**src/rtl/controller_poller_pkg.sv**
```systemverilog
// -----------------------------------------------------------------------------
// controller_poller_pkg
//
// Shared definitions for the serial game-pad poller:
//   - poll_state_t     : poller FSM states (IDLE, LATCH, SHIFT, DONE)
//   - *_DEF            : default parameter values for controller_poller_m
//   - *_MIN / *_MAX    : legal ranges for NUM_CONTROLLERS and NUM_BUTTONS
//   - CNT_W            : width of the shift-cycle counter, sized for the
//                        largest legal NUM_BUTTONS
//   - cfg_legal()      : helper that reports whether a configuration is legal
//
// Optional feature macro used by the poller: CONTROLLER_POLLER_EDGE_EN
// (enables the sticky pressed-edge flags).
// -----------------------------------------------------------------------------
package controller_poller_pkg;

  typedef enum logic [1:0] {
    IDLE  = 2'd0,
    LATCH = 2'd1,
    SHIFT = 2'd2,
    DONE  = 2'd3
  } poll_state_t;

  localparam int NUM_CONTROLLERS_DEF = 2;
  localparam int NUM_BUTTONS_DEF     = 8;

  localparam int NUM_CONTROLLERS_MIN = 1;
  localparam int NUM_CONTROLLERS_MAX = 4;
  localparam int NUM_BUTTONS_MIN     = 8;
  localparam int NUM_BUTTONS_MAX     = 16;

  // Counter only needs to reach NUM_BUTTONS-1 (at most 15).
  localparam int CNT_W = $clog2(NUM_BUTTONS_MAX);

  function automatic bit cfg_legal(input int num_controllers,
                                   input int num_buttons);
    return (num_controllers >= NUM_CONTROLLERS_MIN) &&
           (num_controllers <= NUM_CONTROLLERS_MAX) &&
           (num_buttons     >= NUM_BUTTONS_MIN)     &&
           (num_buttons     <= NUM_BUTTONS_MAX);
  endfunction

endpackage

```
**src/rtl/controller_poller_m_shift.sv**
```systemverilog
// -----------------------------------------------------------------------------
// controller_shift_m
//
// Working shift register for one serial pad. Each enabled cycle the inverted
// (active-low to active-high) pad bit is shifted in at the LSB end, so the
// first bit sampled ends up in the MSB after NUM_BUTTONS shifts.
//
// Ports:
//   clk_1      in   system clock
//   rst        in   asynchronous active-high reset
//   clear      in   synchronous clear of the working register (start of poll)
//   shift_en   in   sample data_in_B and shift this cycle
//   data_in_B  in   serial pad data, active-low
//   work       out  working register contents, active-high
// -----------------------------------------------------------------------------
module controller_shift_m
  import controller_poller_pkg::*;
#(
  parameter int NUM_BUTTONS = NUM_BUTTONS_DEF
) (
  input  logic                   clk_1,
  input  logic                   rst,
  input  logic                   clear,
  input  logic                   shift_en,
  input  logic                   data_in_B,
  output logic [NUM_BUTTONS-1:0] work
);

  always_ff @(posedge clk_1 or posedge rst) begin
    if (rst) begin
      work <= '0;
    end else if (clear) begin
      work <= '0;
    end else if (shift_en) begin
      work <= {work[NUM_BUTTONS-2:0], ~data_in_B};
    end
  end

endmodule

```
**src/rtl/controller_poller_m.sv**
```systemverilog
// -----------------------------------------------------------------------------
// controller_poller_m
//
// Polls NUM_CONTROLLERS serial game pads in parallel. A poll_start pulse
// latches all pads, shifts NUM_BUTTONS bits out of each, then publishes the
// complete set of button states at once.
//
// Timeline after poll_start is accepted in IDLE:
//   LATCH (1 cycle)           controller_latch high
//   SHIFT (NUM_BUTTONS cyc.)  one pad bit sampled per cycle, MSB first;
//                             controller_clk_enable high in all but the last
//   DONE  (1 cycle)           poll_done high; buttons_out (and pressed_out)
//                             take their new values at the end of this cycle
// poll_start is ignored unless the FSM is IDLE.
//
// Ports:
//   clk_1                  in   system clock
//   rst                    in   asynchronous active-high reset
//   poll_start             in   single-cycle poll request
//   pressed_clear          in   single-cycle clear of pressed_out
//   controller_latch       out  pad latch strobe (all pads)
//   controller_clk_enable  out  pad shift-advance enable (all pads)
//   controller_data_in_B   in   serial pad data, active-low, bit k = pad k
//   buttons_out            out  button state per pad, active-high,
//                               pad k in [k*NUM_BUTTONS +: NUM_BUTTONS]
//   pressed_out            out  sticky 0->1 edge flags, same layout
//   busy                   out  high from LATCH through DONE
//   poll_done              out  single-cycle pulse in DONE
//
// Configuration macro: CONTROLLER_POLLER_EDGE_EN
//   defined   : pressed_out tracks rising button edges, pressed_clear clears
//   undefined : pressed_out is constant 0, pressed_clear is ignored
// -----------------------------------------------------------------------------
module controller_poller_m
  import controller_poller_pkg::*;
#(
  parameter int NUM_CONTROLLERS = NUM_CONTROLLERS_DEF,
  parameter int NUM_BUTTONS     = NUM_BUTTONS_DEF
) (
  input  logic                                   clk_1,
  input  logic                                   rst,
  input  logic                                   poll_start,
  input  logic                                   pressed_clear,
  output logic                                   controller_latch,
  output logic                                   controller_clk_enable,
  input  logic [NUM_CONTROLLERS-1:0]             controller_data_in_B,
  output logic [NUM_CONTROLLERS*NUM_BUTTONS-1:0] buttons_out,
  output logic [NUM_CONTROLLERS*NUM_BUTTONS-1:0] pressed_out,
  output logic                                   busy,
  output logic                                   poll_done
);

  localparam int TOT_W = NUM_CONTROLLERS * NUM_BUTTONS;

  // Index of the last SHIFT cycle, and of the last one that advances the pad.
  localparam logic [CNT_W-1:0] LAST_BIT = CNT_W'(NUM_BUTTONS - 1);
  localparam logic [CNT_W-1:0] LAST_CLK = CNT_W'(NUM_BUTTONS - 2);

  poll_state_t      state;
  logic [CNT_W-1:0] shift_cnt;
  logic [TOT_W-1:0] work_all;
  logic             work_clear;
  logic             work_shift;

  // Working registers are zeroed while the pads latch, so every poll starts
  // from a clean slate regardless of what a previous (or aborted) poll left.
  assign work_clear = (state == LATCH);
  assign work_shift = (state == SHIFT);

  for (genvar k = 0; k < NUM_CONTROLLERS; k++) begin : g_pad
    controller_shift_m #(
      .NUM_BUTTONS (NUM_BUTTONS)
    ) u_shift (
      .clk_1     (clk_1),
      .rst       (rst),
      .clear     (work_clear),
      .shift_en  (work_shift),
      .data_in_B (controller_data_in_B[k]),
      .work      (work_all[k*NUM_BUTTONS +: NUM_BUTTONS])
    );
  end

  // Poll sequencer: all strobes are registered alongside the state so they
  // line up exactly with the state they belong to.
  always_ff @(posedge clk_1 or posedge rst) begin
    if (rst) begin
      state                 <= IDLE;
      shift_cnt             <= '0;
      controller_latch      <= 1'b0;
      controller_clk_enable <= 1'b0;
      busy                  <= 1'b0;
      poll_done             <= 1'b0;
    end else begin
      case (state)
        IDLE: begin
          if (poll_start) begin
            state            <= LATCH;
            controller_latch <= 1'b1;
            busy             <= 1'b1;
          end
        end
        LATCH: begin
          state                 <= SHIFT;
          shift_cnt             <= '0;
          controller_latch      <= 1'b0;
          controller_clk_enable <= 1'b1;
        end
        SHIFT: begin
          if (shift_cnt == LAST_BIT) begin
            state                 <= DONE;
            controller_clk_enable <= 1'b0;
            poll_done             <= 1'b1;
          end else begin
            shift_cnt             <= shift_cnt + CNT_W'(1);
            // Next cycle advances the pad only if it is not the last bit.
            controller_clk_enable <= (shift_cnt < LAST_CLK);
          end
        end
        DONE: begin
          state     <= IDLE;
          poll_done <= 1'b0;
          busy      <= 1'b0;
        end
        default: begin
          state                 <= IDLE;
          controller_latch      <= 1'b0;
          controller_clk_enable <= 1'b0;
          busy                  <= 1'b0;
          poll_done             <= 1'b0;
        end
      endcase
    end
  end

  // All pads publish together from the fully shifted working registers.
  always_ff @(posedge clk_1 or posedge rst) begin
    if (rst) begin
      buttons_out <= '0;
    end else if (state == DONE) begin
      buttons_out <= work_all;
    end
  end

`ifdef CONTROLLER_POLLER_EDGE_EN
  // A clear coincident with DONE wipes the old flags first, so edges found
  // in this poll still survive.
  always_ff @(posedge clk_1 or posedge rst) begin
    if (rst) begin
      pressed_out <= '0;
    end else if (state == DONE) begin
      pressed_out <= (pressed_clear ? '0 : pressed_out) |
                     (work_all & ~buttons_out);
    end else if (pressed_clear) begin
      pressed_out <= '0;
    end
  end
`else
  logic unused_pressed_clear;
  assign unused_pressed_clear = pressed_clear;
  assign pressed_out          = '0;
`endif

endmodule

```
**config.mk**
```make
export PLATFORM = sky130hd
export DESIGN_NAME = controller_poller_m
export DESIGN_NICKNAME = d
export VERILOG_FILES = /design/src/rtl/controller_poller_pkg.sv /design/src/rtl/controller_poller_m_shift.sv /design/src/rtl/controller_poller_m.sv
export SDC_FILE = /design/constraint.sdc
export NUM_CORES = 1
export LEC_CHECK = 0
export ABC_AREA = 1
export CAP_MARGIN = 20
export CORE_MARGIN = 2
export CORE_UTILIZATION = 56
export CTS_BUF_LIST = sky130_fd_sc_hd__clkbuf_8
export CTS_CLUSTER_SIZE = 25
export DETAILED_ROUTE_END_ITERATION = 6
export HOLD_SLACK_MARGIN = 0.15
export PLACE_DENSITY = 0.95
export SYNTH_ARGS = -nofsm -noshare
export SYNTH_HDL_FRONTEND = slang
export SYNTH_HIERARCHICAL = 1
export SYNTH_SLANG_ARGS = --single-unit
```
**constraint.sdc**
```tcl
create_clock -name clk_1 -period 2.8 [get_ports clk_1]
set_input_delay 0.42 -clock clk_1 [delete_from_list [all_inputs] [get_ports clk_1]]
set_output_delay 0.42 -clock clk_1 [all_outputs]
set_load 0.03 [all_outputs]
```
# After elaboration in Yosys (flattened, before gate mapping)
# Index checks and enable logic that the tools add are counted.
# totals
inputBits	6
ff_bits	42
out_inout_bits	36
wordCells	46
# classes
bitwise_logic	2
n_mux	16
n_addsub	1
magnitude_cmp	1
n_reduce_logical	10
eq_ne	7
# ops
op	count
8-bit 2-to-1 mux	4
2-bit AND reduction	5
1-bit case mux with 2 select lines	4
2-bit case mux with 4 select lines	1
4-bit case mux with 2 select lines	1
2-bit nonzero test	4
2-bit != test (second input constant)	3
4-bit by 1-bit adder with 4-bit output (second input constant)	1
2-bit equality test (second input constant)	2
4-bit by 3-bit equality test with 1-bit output (second input constant)	1
4-bit by 3-bit < comparator with 1-bit output (second input constant)	1
2-bit 2-to-1 mux	2
4-bit 2-to-1 mux	1
1-bit 2-to-1 mux	3
2-bit by 1-bit equality test with 1-bit output (second input constant)	1
2-bit logical NOT	1
1-bit inverter	2

# Logic depth before layout (Yosys ltp)
# Gate-level depths: netlist of the first run.
# logic_depth
ltp_word	3
mapped_depth	8
depth_no_buf	8

# By module
# The synthesis of the first run kept the hierarchy.
# modules_own_cells
module	cells_per_inst	n_inst	seq_area_each_um2	area_each_um2
controller_poller_m	158	1	650.6	1315.0
controller_shift_m	37	2	200.2	342.8

# Worst setup path after synthesis of the first run
# Ideal clock, no wire load.
# synth_timing
path_kind	reg2reg
start	register state[1]
end	register shift_cnt[2]
t_arrival_ps	1201
setup_slack_ps	1479
stages_incl_launch_ff	6
synth_period_minus_slack_ps	1321
setup_time_ps	120
required_time_ps	2680
path_buffers	0
cell_sequence	dfrtp_1 inv_1 ha_1 nand2_1 nand3_1 nand2_1
# synth_between
elab_chain_len	3
word_cells_on_any_way	6
cone_classes	eq/ne: 3; mux: 1; reduce/logical: 2
# synth_rtl
item	line	rtl
start, declared	controller_poller_m.sv:59	poll_state_t state;
start signal, assigned	controller_poller_m.sv:87	state <= IDLE;
start signal, assigned	controller_poller_m.sv:97	state <= LATCH;
start signal, assigned	controller_poller_m.sv:103	state <= SHIFT;
2-bit by 1-bit equality test with 1-bit output (*)	n/a	
net work_clear	controller_poller_m.sv:62	logic work_clear;
2-bit nonzero test (no line)	n/a	
2-bit AND reduction (no line)	n/a	
end signal, assigned	controller_poller_m.sv:114	shift_cnt <= shift_cnt + CNT_W'(1);
end, declared	controller_poller_m.sv:60	logic [CNT_W-1:0] shift_cnt;
# Mark *: on every way through the listed nets, which the timed path passes. The rest lies on a longest branch.
# A chain may end at the register's enable or synchronous reset.

# Worst setup path in the final report of the first run
# layout_timing
start	register busy
end	output busy
# layout_lines
item	line	rtl
start, declared	controller_poller_m.sv:49	output logic busy,
start signal, assigned	controller_poller_m.sv:91	busy <= 1'b0;
start signal, assigned	controller_poller_m.sv:99	busy <= 1'b1;
start signal, assigned	controller_poller_m.sv:122	busy <= 1'b0;
# No word-level cell between the ends.

==> results of run 1 <==
-- cells in the final DEF, fill, tap and decap left out --
cell / instances
buf_4: 2
nand3_1: 27
conb_1: 16
clkdlybuf4s50_1: 24
inv_1: 17
bufinv_16: 1
o21ai_0: 1
nor2_8: 2
nand2_2: 3
a21oi_1: 2
nand4_1: 1
o22ai_1: 2
nand2_1: 99
clkinvlp_4: 1
inv_2: 3
nand3_2: 1
clkbuf_8: 5
ha_1: 5
nor2_2: 2
dfrtp_1: 42
inv_4: 1
nor2_1: 2
-- power by group --
part	total (W)	switching (W)	internal, W	leakage, nW
clock network	0.000459	0.000197	0.000262	0.0556
logic	0.000986	0.000654	0.000332	0.662
registers	0.000876	0.000120	0.000756	0.566
-- layout make-up --
class | count | area [sq um]
multi-input combinational | 163 | 752
tap | 46 | 57.6
clock buffer | 5 | 68.8
timing repair buffer | 26 | 255
inverter | 20 | 77.6
sequential | 42 | 1050
clock inverter | 3 | 41.3
fill | 272 | 1090
-- metrics by stage --
| stage | total power (W) | hold slack (ps) |
|---|---|---|
| 5_1_grt | 0.00250 | 467 |
| 2_1_floorplan | 0.00164 | 236 |
| 3_5_place_dp | 0.00187 | 458 |
| 6_report | 0.00232 | 447 |
| 4_1_cts | 0.00234 | 452 |
| 3_3_place_gp | 0.00183 | 452 |
-- path summary, 6_finish.rpt --
check	startpoint	cells past startpoint	endpoint	slack, ps
max	busy	1	busy	1050
min	rst	2	g_pad[1].u_shift/work[7]	450
max reg2reg	state[0]	6	g_pad[1].u_shift/work[2]	1070
min reg2reg	buttons_out[2]	2	buttons_out[2]	470
max in group asynchronous	rst	3	buttons_out[7]	1990
min in group clk_1	buttons_out[2]	2	buttons_out[2]	470
-- logic make-up (layout without fill, tap and decap cells) --
family,Yosys count,in the layout,synth area share
other cells,1,16,0.00187
simple gates,137,137,0.301
fa+ha+maj,5,5,0.0313
compound gates,5,5,0.0138
buf+inv,42,54,0.127
flops,42,42,0.525
-- cell usage after synthesis --
library cell / number
nand2_2: 3
conb_1: 1
buf_6: 3
o22ai_1: 2
buf_4: 19
ha_1: 5
dfrtp_1: 42
nor2_1: 2
nor2_2: 2
nor2_8: 2
nand2_1: 99
nand4_1: 1
nand3_2: 1
a21oi_1: 2
inv_4: 1
inv_1: 16
nand3_1: 27
inv_2: 3
o21ai_0: 1
-- state kept, by name (all words and copies together) (netlist names) --
| register | flops |
|---|---|
| shift_cnt | 4 |
| controller_latch | 1 |
| state | 2 |
| buttons_out | 16 |
| busy | 1 |
| controller_clk_enable | 1 |
| poll_done | 1 |
| g_pad.u_shift/work | 16 |
-- layer usage --
layer | vias up | GRT usage | share of wire
li1 | 735 | - | -
met3 | 2 | 0.0528 | 0.057
met5 | - | 0 | 0
met4 | 0 | 0.0543 | 0.0048
met1 | 738 | 0.257 | 0.40
met2 | 53 | 0.337 | 0.54
-- worst register-to-register path, stage by stage (launching register included) --
cell	delay [ps]
dfrtp_1	420
inv_1	100
ha_1	590
buf_4	320
nor2_8	60
nand2_1	80
nand2_1	50
==> summary.md, run 1 <==
| Metric | Value |
|---|---|
| Max_slew headroom | `0.518` |
| Dominant cell type by area after synthesis | `dfrtp_1` |
| Register area share after synthesis | `0.525` |
| Synth Instances | `232` |
| Synth cell types | `19` |
| Chip Height | `63.8 um` |
| First-pass GRT wire length | `6290 um` |
| Clk root buf | `clkbuf_8` |
| IO Count | `42` |
| Tcrit/Tclk final | `0.627` |
| Worst-Margin Slew | `723 ps` |
| CP endpoint kind | `output pin` |
| Syn. warnings | `6` |
| Area Overhead vs Synth | `15.1%` |
| Max-Cap Viols | `0` |
| Synth Cell Area | `2000 sq um` |
| Overall routing resource usage | `0.200` |
| Initial Util | `0.590` |
| PortBufs | `24` |
| 1st-iter DRT viols | `77` |
| Post-Syn Area per Cell | `8.62 sq um` |
| FMAX | `0.570 GHz` |
| Die width | `63.8 um` |
| Post-Layout Cell Count | `305` |
| Synth top area share | `0.525` |
| Tmin final | `1750 ps` |
| WP data required | `2380 ps` |
| DRC | `0` |
| Final setup viols | `0` |
| Total grt overflow | `0` |
| Slew Viols, Final | `0` |
| Deepest clock path buffer count | `2` |
| Worst Setup Slack, final | `1050 ps` |
| WL per Instance | `11.6 um` |
| CP Class | `register to output pin` |
| Placed Area | `2190 sq um` |
| Dpl ws | `1080 ps` |
| Vias in the first global route | `1377` |
| CP max-delay cell | `clkdlybuf4s50_1` |
| Post-cts gate resize count | `0` |
| Status | `finished clean` |
| Vias | `1528` |
| Maximum vdd drop | `0.000750 V` |
| Post-DP HPWL | `2540 um` |
| Skew final | `7.78 ps` |
| CP arrival | `1330 ps` |
| Worst min path class | `input pin to asynchronous set/reset pin` |
| TritonCTS Buffers | `5` |
| Top cells by area, synth | `dfrtp_1 (53%), nand2_1 (19%), buf_4 (7.1%), nand3_1 (6.8%), ha_1 (3.1%)` |
| Fin area | `2300 sq um` |
| Reg clk slew, reported paths | `80 ps` |
| Worst-path cell chain | `clkdlybuf4s50_1` |
| Share of layout cells above drive strength 1 | `0.0811` |
| Cts hold-fix bufs | `0` |
| Final hold vios | `0` |
| Post-Route WL | `3550 um` |
| # nets final | `269` |
| Antenna violations before repair | `0` |
| Fin Setup TNS | `0 ps` |
| Crit-path max FO | `2` |
| Cell Count Post-Placement | `297` |
| H-Tree Depth | `2` |
| Via/cell ratio | `5.01` |
| Leakage power | `1.28 nW` |
| #FFs+latches synth | `42` |
| CTS tree | `done` |
| P per Cell Area | `1010 nW/um^2` |
| Top Family by Delay on Critical Path | `buffers and inverters` |
| Die area | `4070 sq um` |
| Final ANT Viol Nets | `0` |
| Routability congestion estimate | `0.795` |
| Final core occ | `0.680` |
| Setup repair bufs after CTS | `0` |
| Clock latency on the worst-skew pair | `290 ps` |
| Buf+Inv Stages, Crit Path | `1` |
| First-pass iteration count of the detailed router | `4` |
| Unrepaired setup endpoints after global routing | `no` |
| Largest net degree at the start of global routing | `27` |
| Critical path startpoint category | `register` |
| Clock sinks | `42` |
| Core area | `3390 sq um` |
| # diodes | `0` |
| Row count | `21` |
| Max incr delay on CP | `690 ps` |
(Power assumes the default switching activity.)
==> run 2: changes to the inputs <==
--- a/config.mk
+++ b/config.mk
@@ -8,12 +8,12 @@
 export ABC_AREA = 1
 export CAP_MARGIN = 20
 export CORE_MARGIN = 2
-export CORE_UTILIZATION = 56
+export CORE_UTILIZATION = 47
 export CTS_BUF_LIST = sky130_fd_sc_hd__clkbuf_8
 export CTS_CLUSTER_SIZE = 25
 export DETAILED_ROUTE_END_ITERATION = 6
 export HOLD_SLACK_MARGIN = 0.15
-export PLACE_DENSITY = 0.95
+export PLACE_DENSITY = 0.86
 export SYNTH_ARGS = -nofsm -noshare
 export SYNTH_HDL_FRONTEND = slang
 export SYNTH_HIERARCHICAL = 1
==> constraint.sdc (replaced) <==
create_clock -name clk_1 -period 1.45 [get_ports clk_1]
set_input_delay 0.2175 -clock clk_1 [delete_from_list [all_inputs] [get_ports clk_1]]
set_output_delay 0.2175 -clock clk_1 [all_outputs]
set_load 0.03 [all_outputs]
==> run 2 against run 1 <==
  * Clock power is 95% higher
  * Flip-flop and latch count stayed put
  * Sequential power increased by 92%
  * Combinational power up 93%
  * Routed wire length shrank 2.9%
  * Global-route usage down 4.7 points
  * Worst hold slack worse by 210 ps
  * Die area grew 18%
  * Non-clock buffer count increased by 3
  * Critical endpoint is now shift_cnt[3]
  * Highest routed layer unchanged
  * Sequential share of layout area shrank 0.59 points
  * Core utilization is 10 points lower
==> summary.md, run 2 (synthesis gave the netlist of run 1 again) <==
| Metric | Value |
|---|---|
| Vias | `1466` |
| Worst-path cell chain | `inv_1, ha_2, inv_2, nor2_2, nand3_1, nand2_1` |
| Clock latency on the worst-skew pair | `290 ps` |
| Routability congestion estimate | `0.813` |
| Tmin final | `1280 ps` |
| Cts hold-fix bufs | `0` |
| Worst min path class | `input pin to asynchronous set/reset pin` |
| Final ANT Viol Nets | `0` |
| Critical path origin | `state[0]` |
| Reg clk slew, reported paths | `80 ps` |
| Die width | `69.2 um` |
| Share of layout cells above drive strength 1 | `0.0954` |
| Max incr delay on CP | `420 ps` |
| Final hold vios | `0` |
| Commonest non-fill, non-tap cell in the layout | `nand2_1` |
| Setup repair bufs after CTS | `0` |
| Cell Count Post-Placement | `304` |
| H-Tree Depth | `2` |
| Core area | `4060 sq um` |
| First-pass iteration count of the detailed router | `4` |
| Leakage power | `1.38 nW` |
| FMAX | `0.779 GHz` |
| First-pass GRT wire length | `5840 um` |
| CP endpoint kind | `register` |
| Skew final | `8.69 ps` |
| WL per Instance | `11.1 um` |
| Fin Setup TNS | `0 ps` |
| Tcrit/Tclk final | `0.885` |
| CP Class | `register to register` |
| Max-Cap Viols | `0` |
| # nets final | `272` |
| Crit-path max FO | `6` |
| Initial Util | `0.493` |
| Total grt overflow | `0` |
| CP max-delay cell | `dfrtp_1` |
| Unrepaired setup endpoints after global routing | `no` |
| Post-cts gate resize count | `20` |
| CTS tree | `done` |
| Commonest cells after routing, fill and taps aside | `nand2_1 (99), dfrtp_1 (42), nand3_1 (27)` |
| Clock sinks | `42` |
| R2R depth | `6` |
| DRC | `0` |
| Worst r2r src | `state[0]` |
| Final setup viols | `0` |
| Deepest clock path buffer count | `2` |
| Via/cell ratio | `4.70` |
| Critical path startpoint category | `register` |
| 1st-iter DRT viols | `149` |
| Vias in the first global route | `1347` |
| Maximum vdd drop | `0.000675 V` |
| Post-DP HPWL | `2530 um` |
| Overall routing resource usage | `0.153` |
| Largest net degree at the start of global routing | `21` |
| Row count | `23` |
| # diodes | `0` |
| Area Overhead vs Synth | `16.6%` |
| Post-Layout Cell Count | `312` |
| Post-Route WL | `3450 um` |
| Status | `finished clean` |
| Clk root buf | `clkbuf_8` |
| WP data required | `1680 ps` |
| CP arrival | `1510 ps` |
| PortBufs | `24` |
| TritonCTS Buffers | `5` |
| Die area | `4790 sq um` |
| Chip Height | `69.2 um` |
| P per Cell Area | `1920 nW/um^2` |
| IO Count | `42` |
| Slew Viols, Final | `0` |
| Antenna violations before repair | `0` |
| Largest registers | `buttons_out (16), g_pad.u_shift/work (16), shift_cnt (4)` |
## run 2: cell count changes in the layout (fill, tap and decap cells not counted)
cell,previous run,this run
buf_4,2,3
clkdlybuf4s50_1,24,4
buf_12,0,2
ha_1,5,4
ha_2,0,1
dlygate4sd2_1,0,20
## run 2: cell type report
cell class | instances | area (sq um)
Clock inverter | 3 | 41.3
Fill cell | 355 | 1720
Sequential cell | 42 | 1050
Tap cell | 50 | 62.6
Multi-Input combinational cell | 163 | 754
Inverter | 20 | 77.6
Clock buffer | 5 | 68.8
Timing Repair Buffer | 29 | 278
## run 2: per-layer routing
layer  global-route usage  routed length (um)
met1                0.186                1570
met2                0.255                1630
met3               0.0451                 218
met4               0.0654                  34
met5                    0                   0
## run 2: worst paths after layout
path	end	slack, ps
hold / removal	g_pad[0].u_shift/work[0]	230
setup reg to reg	shift_cnt[3]	170
setup / recovery	shift_cnt[3]	170
hold reg to reg	buttons_out[0]	470
min in group clk_1	buttons_out[0]	470
max in group asynchronous	state[1]	790
## run 2: metrics by stage
| step | util | setup slack [ps] | hold slack [ps] | total power, W | instance area, sq um |
|---|---|---|---|---|---|
| 6_report | 0.575 | 167 | 233 | 0.00448 | 2330 |
| 5_1_grt | 0.575 | 62.6 | 260 | 0.00476 | 2330 |
| 4_1_cts | 0.574 | 59.3 | 239 | 0.00451 | 2330 |
| 3_5_place_dp | 0.554 | 81.9 | 458 | 0.00370 | 2250 |
| 3_3_place_gp | 0.554 | 137 | 453 | 0.00365 | 2250 |
| 2_1_floorplan | - | 129 | 33.2 | 0.00317 | 2060 |
## run 2: where the power goes
part	internal [W]	switching, W	total (W)
Combinational	0.000625	0.00128	0.00190
Sequential	0.00146	0.000219	0.00168
Clock	0.000507	0.000390	0.000897
Total	0.00259	0.00188	0.00448
## run 2: critical path, delay by kind of cell (launching register included)
kind          cells  cell delay [ps]
fa+ha+maj         1              280
buf+inv           2              200
flops             1              420
simple gates      3              320
==> run 3: changes to the inputs <==
--- a/config.mk
+++ b/config.mk
@@ -8,12 +8,14 @@
 export ABC_AREA = 1
 export CAP_MARGIN = 20
 export CORE_MARGIN = 2
-export CORE_UTILIZATION = 47
+export CORE_UTILIZATION = 59
 export CTS_BUF_LIST = sky130_fd_sc_hd__clkbuf_8
+export CTS_CLUSTER_DIAMETER = 80
 export CTS_CLUSTER_SIZE = 25
 export DETAILED_ROUTE_END_ITERATION = 6
+export DONT_BUFFER_PORTS = 1
 export HOLD_SLACK_MARGIN = 0.15
-export PLACE_DENSITY = 0.86
+export PLACE_DENSITY = 0.87
 export SYNTH_ARGS = -nofsm -noshare
 export SYNTH_HDL_FRONTEND = slang
 export SYNTH_HIERARCHICAL = 1
==> run 3 against run 2 <==
  * Non-clock buffer count down 20
  * Highest routed layer unchanged
  * Combinational power shrank 24%
  * Critical path depth up 1
  * Flip-flop and latch count unchanged
  * First-iteration DRC count decreased by 60%
  * Die area shrank 19%
  * Register-to-register slack worse by 20 ps
==> summary.md, run 3 (synthesis gave the netlist of run 1 again) <==
| Metric | Value |
|---|---|
| Status | `finished clean` |
| First-pass GRT wire length | `5830 um` |
| WP data required | `1640 ps` |
| Initial Util | `0.609` |
| Maximum vdd drop | `0.00116 V` |
| Hold Startpoint | `poll_start` |
| CP arrival | `1490 ps` |
| Largest net degree at the start of global routing | `27` |
| RR Endpoint | `state[0]` |
| Share of layout cells above drive strength 1 | `0.107` |
| Tcrit/Tclk final | `0.897` |
| First-pass iteration count of the detailed router | `4` |
| Worst r2r src | `state[0]` |
| Reg clk slew, reported paths | `70 ps` |
| Clk root buf | `clkbuf_8` |
| Clock sinks | `42` |
| Overall routing resource usage | `0.193` |
| Clock latency on the worst-skew pair | `290 ps` |
| Tmin final | `1300 ps` |
| Vias | `1432` |
| H-Tree Depth | `2` |
| Worst min path class | `input pin to register` |
| P per Cell Area | `2020 nW/um^2` |
| Via/cell ratio | `4.97` |
| WL per Instance | `11.4 um` |
| CP Class | `register to register` |
| Unrepaired setup endpoints after global routing | `no` |
| Setup repair bufs after CTS | `0` |
| FMAX | `0.769 GHz` |
| Die width | `62.2 um` |
| Slew Viols, Final | `0` |
| # nets final | `252` |
| Deepest clock path buffer count | `2` |
| Worst hold endpoint | `controller_latch` |
| TritonCTS Buffers | `5` |
| Final hold vios | `0` |
| Leakage power | `1.23 nW` |
| Final ANT Viol Nets | `0` |
| Antenna violations before repair | `0` |
| Max-Cap Viols | `0` |
| Total grt overflow | `0` |
| PortBufs | `0` |
| R2R depth | `7` |
| Fillcell total | `268` |
| Core area | `3280 sq um` |
| DRC | `0` |
| Commonest non-fill, non-tap cell in the layout | `nand2_1` |
| Row count | `21` |
| Post-DP HPWL | `2350 um` |
| 1st-iter DRT viols | `60` |
| Fin Setup TNS | `0 ps` |
| Vias in the first global route | `1371` |
| Routability congestion estimate | `0.808` |
| IO Count | `42` |
| Reg2Reg Setup Slack | `150 ps` |
| Post-Route WL | `3280 um` |
| Largest registers | `buttons_out (16), g_pad.u_shift/work (16), shift_cnt (4)` |
| CTS tree | `done` |
| Critical path startpoint category | `register` |
| Commonest cells after routing, fill and taps aside | `nand2_1 (99), dfrtp_1 (42), nand3_1 (27)` |
| Final setup viols | `0` |
| Total power | `0.00430 W` |
| Hold slack | `143 ps` |
| CP endpoint kind | `register` |
| Chip Height | `62.2 um` |
| Area Overhead vs Synth | `6.44%` |
| Die area | `3870 sq um` |
| Crit-path max FO | `6` |
| # diodes | `0` |
| Worst Hold Path Cells | `3` |
| Skew final | `2.68 ps` |
-- run 3: cell count changes in the layout (fill, tap and decap cells not counted), moves of 2 or more --
cell	delta
dlygate4sd3_1	+3
buf_12	-2
clkdlybuf4s50_1	-4
dlygate4sd2_1	-20
buf_4	+2
-- run 3: layout make-up --
| class | instances | area, sq um | share of cell area |
|---|---|---|---|
| Sequential cell | 42 | 1050 | 0.494 |
| Multi-Input combinational cell | 163 | 754 | 0.354 |
| Timing Repair Buffer | 9 | 78.8 | 0.0370 |
| Inverter | 20 | 77.6 | 0.0364 |
| Clock buffer | 5 | 68.8 | 0.0323 |
| Tap cell | 46 | 57.6 | 0.0270 |
| Clock inverter | 3 | 41.3 | 0.0194 |
-- run 3: metrics by stage --
stage               setup slack [ps]  utilization  cell area, sq um  std cells
finish                           150        0.648              2130        288
global route                    53.1        0.648              2130        288
CTS                              115        0.646              2120        288
detailed placement               127        0.604              1980        277
global placement                 149        0.604              1980        277
floorplan                        129            -              2060        247
-- run 3: worst max-delay path, cell delays in order (launching register included) --
cell and delay [ps]:
dfrtp_1 400, inv_1 80, ha_1 260, buf_4 170
nand2_2 130, nand2_2 70, nand2_1 60, nand2_1 50
-- run 3: how the worst max path moves through the flow --
stage / from / end / slack (ps) / cells past startpoint
2_1_floorplan: state[1] / shift_cnt[2] / 130 / 5
3_3_place_gp: state[0] / g_pad[1].u_shift/work[3] / 150 / 6
3_5_place_dp: state[0] / g_pad[1].u_shift/work[7] / 130 / 6
4_1_cts: state[0] / g_pad[1].u_shift/work[7] / 110 / 6
5_1_grt: state[0] / state[1] / 50 / 7
6_report: state[0] / state[0] / 150 / 7
-- run 3: power breakdown --
group          switching (W)  leakage (nW)  internal [W]  total (W)
Sequential          0.000513         0.566       0.00146    0.00197
Combinational       0.000958         0.610      0.000478    0.00144
Clock               0.000389        0.0556      0.000506   0.000895
Total                0.00186          1.23       0.00244    0.00430
-- run 3: repair_timing --
item,CTS,global route
gates resized for setup,0,2
hold endpoints to repair,44,0
endpoints found under the setup margin,0,2
hold buffers,3,0
-- run 3: routing by layer --
layer | vias to the layer above | global-route usage | share of wire
met5 | - | 0 | 0
met4 | 0 | 0.0750 | 0.018
met3 | 7 | 0.0652 | 0.055
met2 | 46 | 0.321 | 0.49
met1 | 678 | 0.233 | 0.43
li1 | 701 | - | -
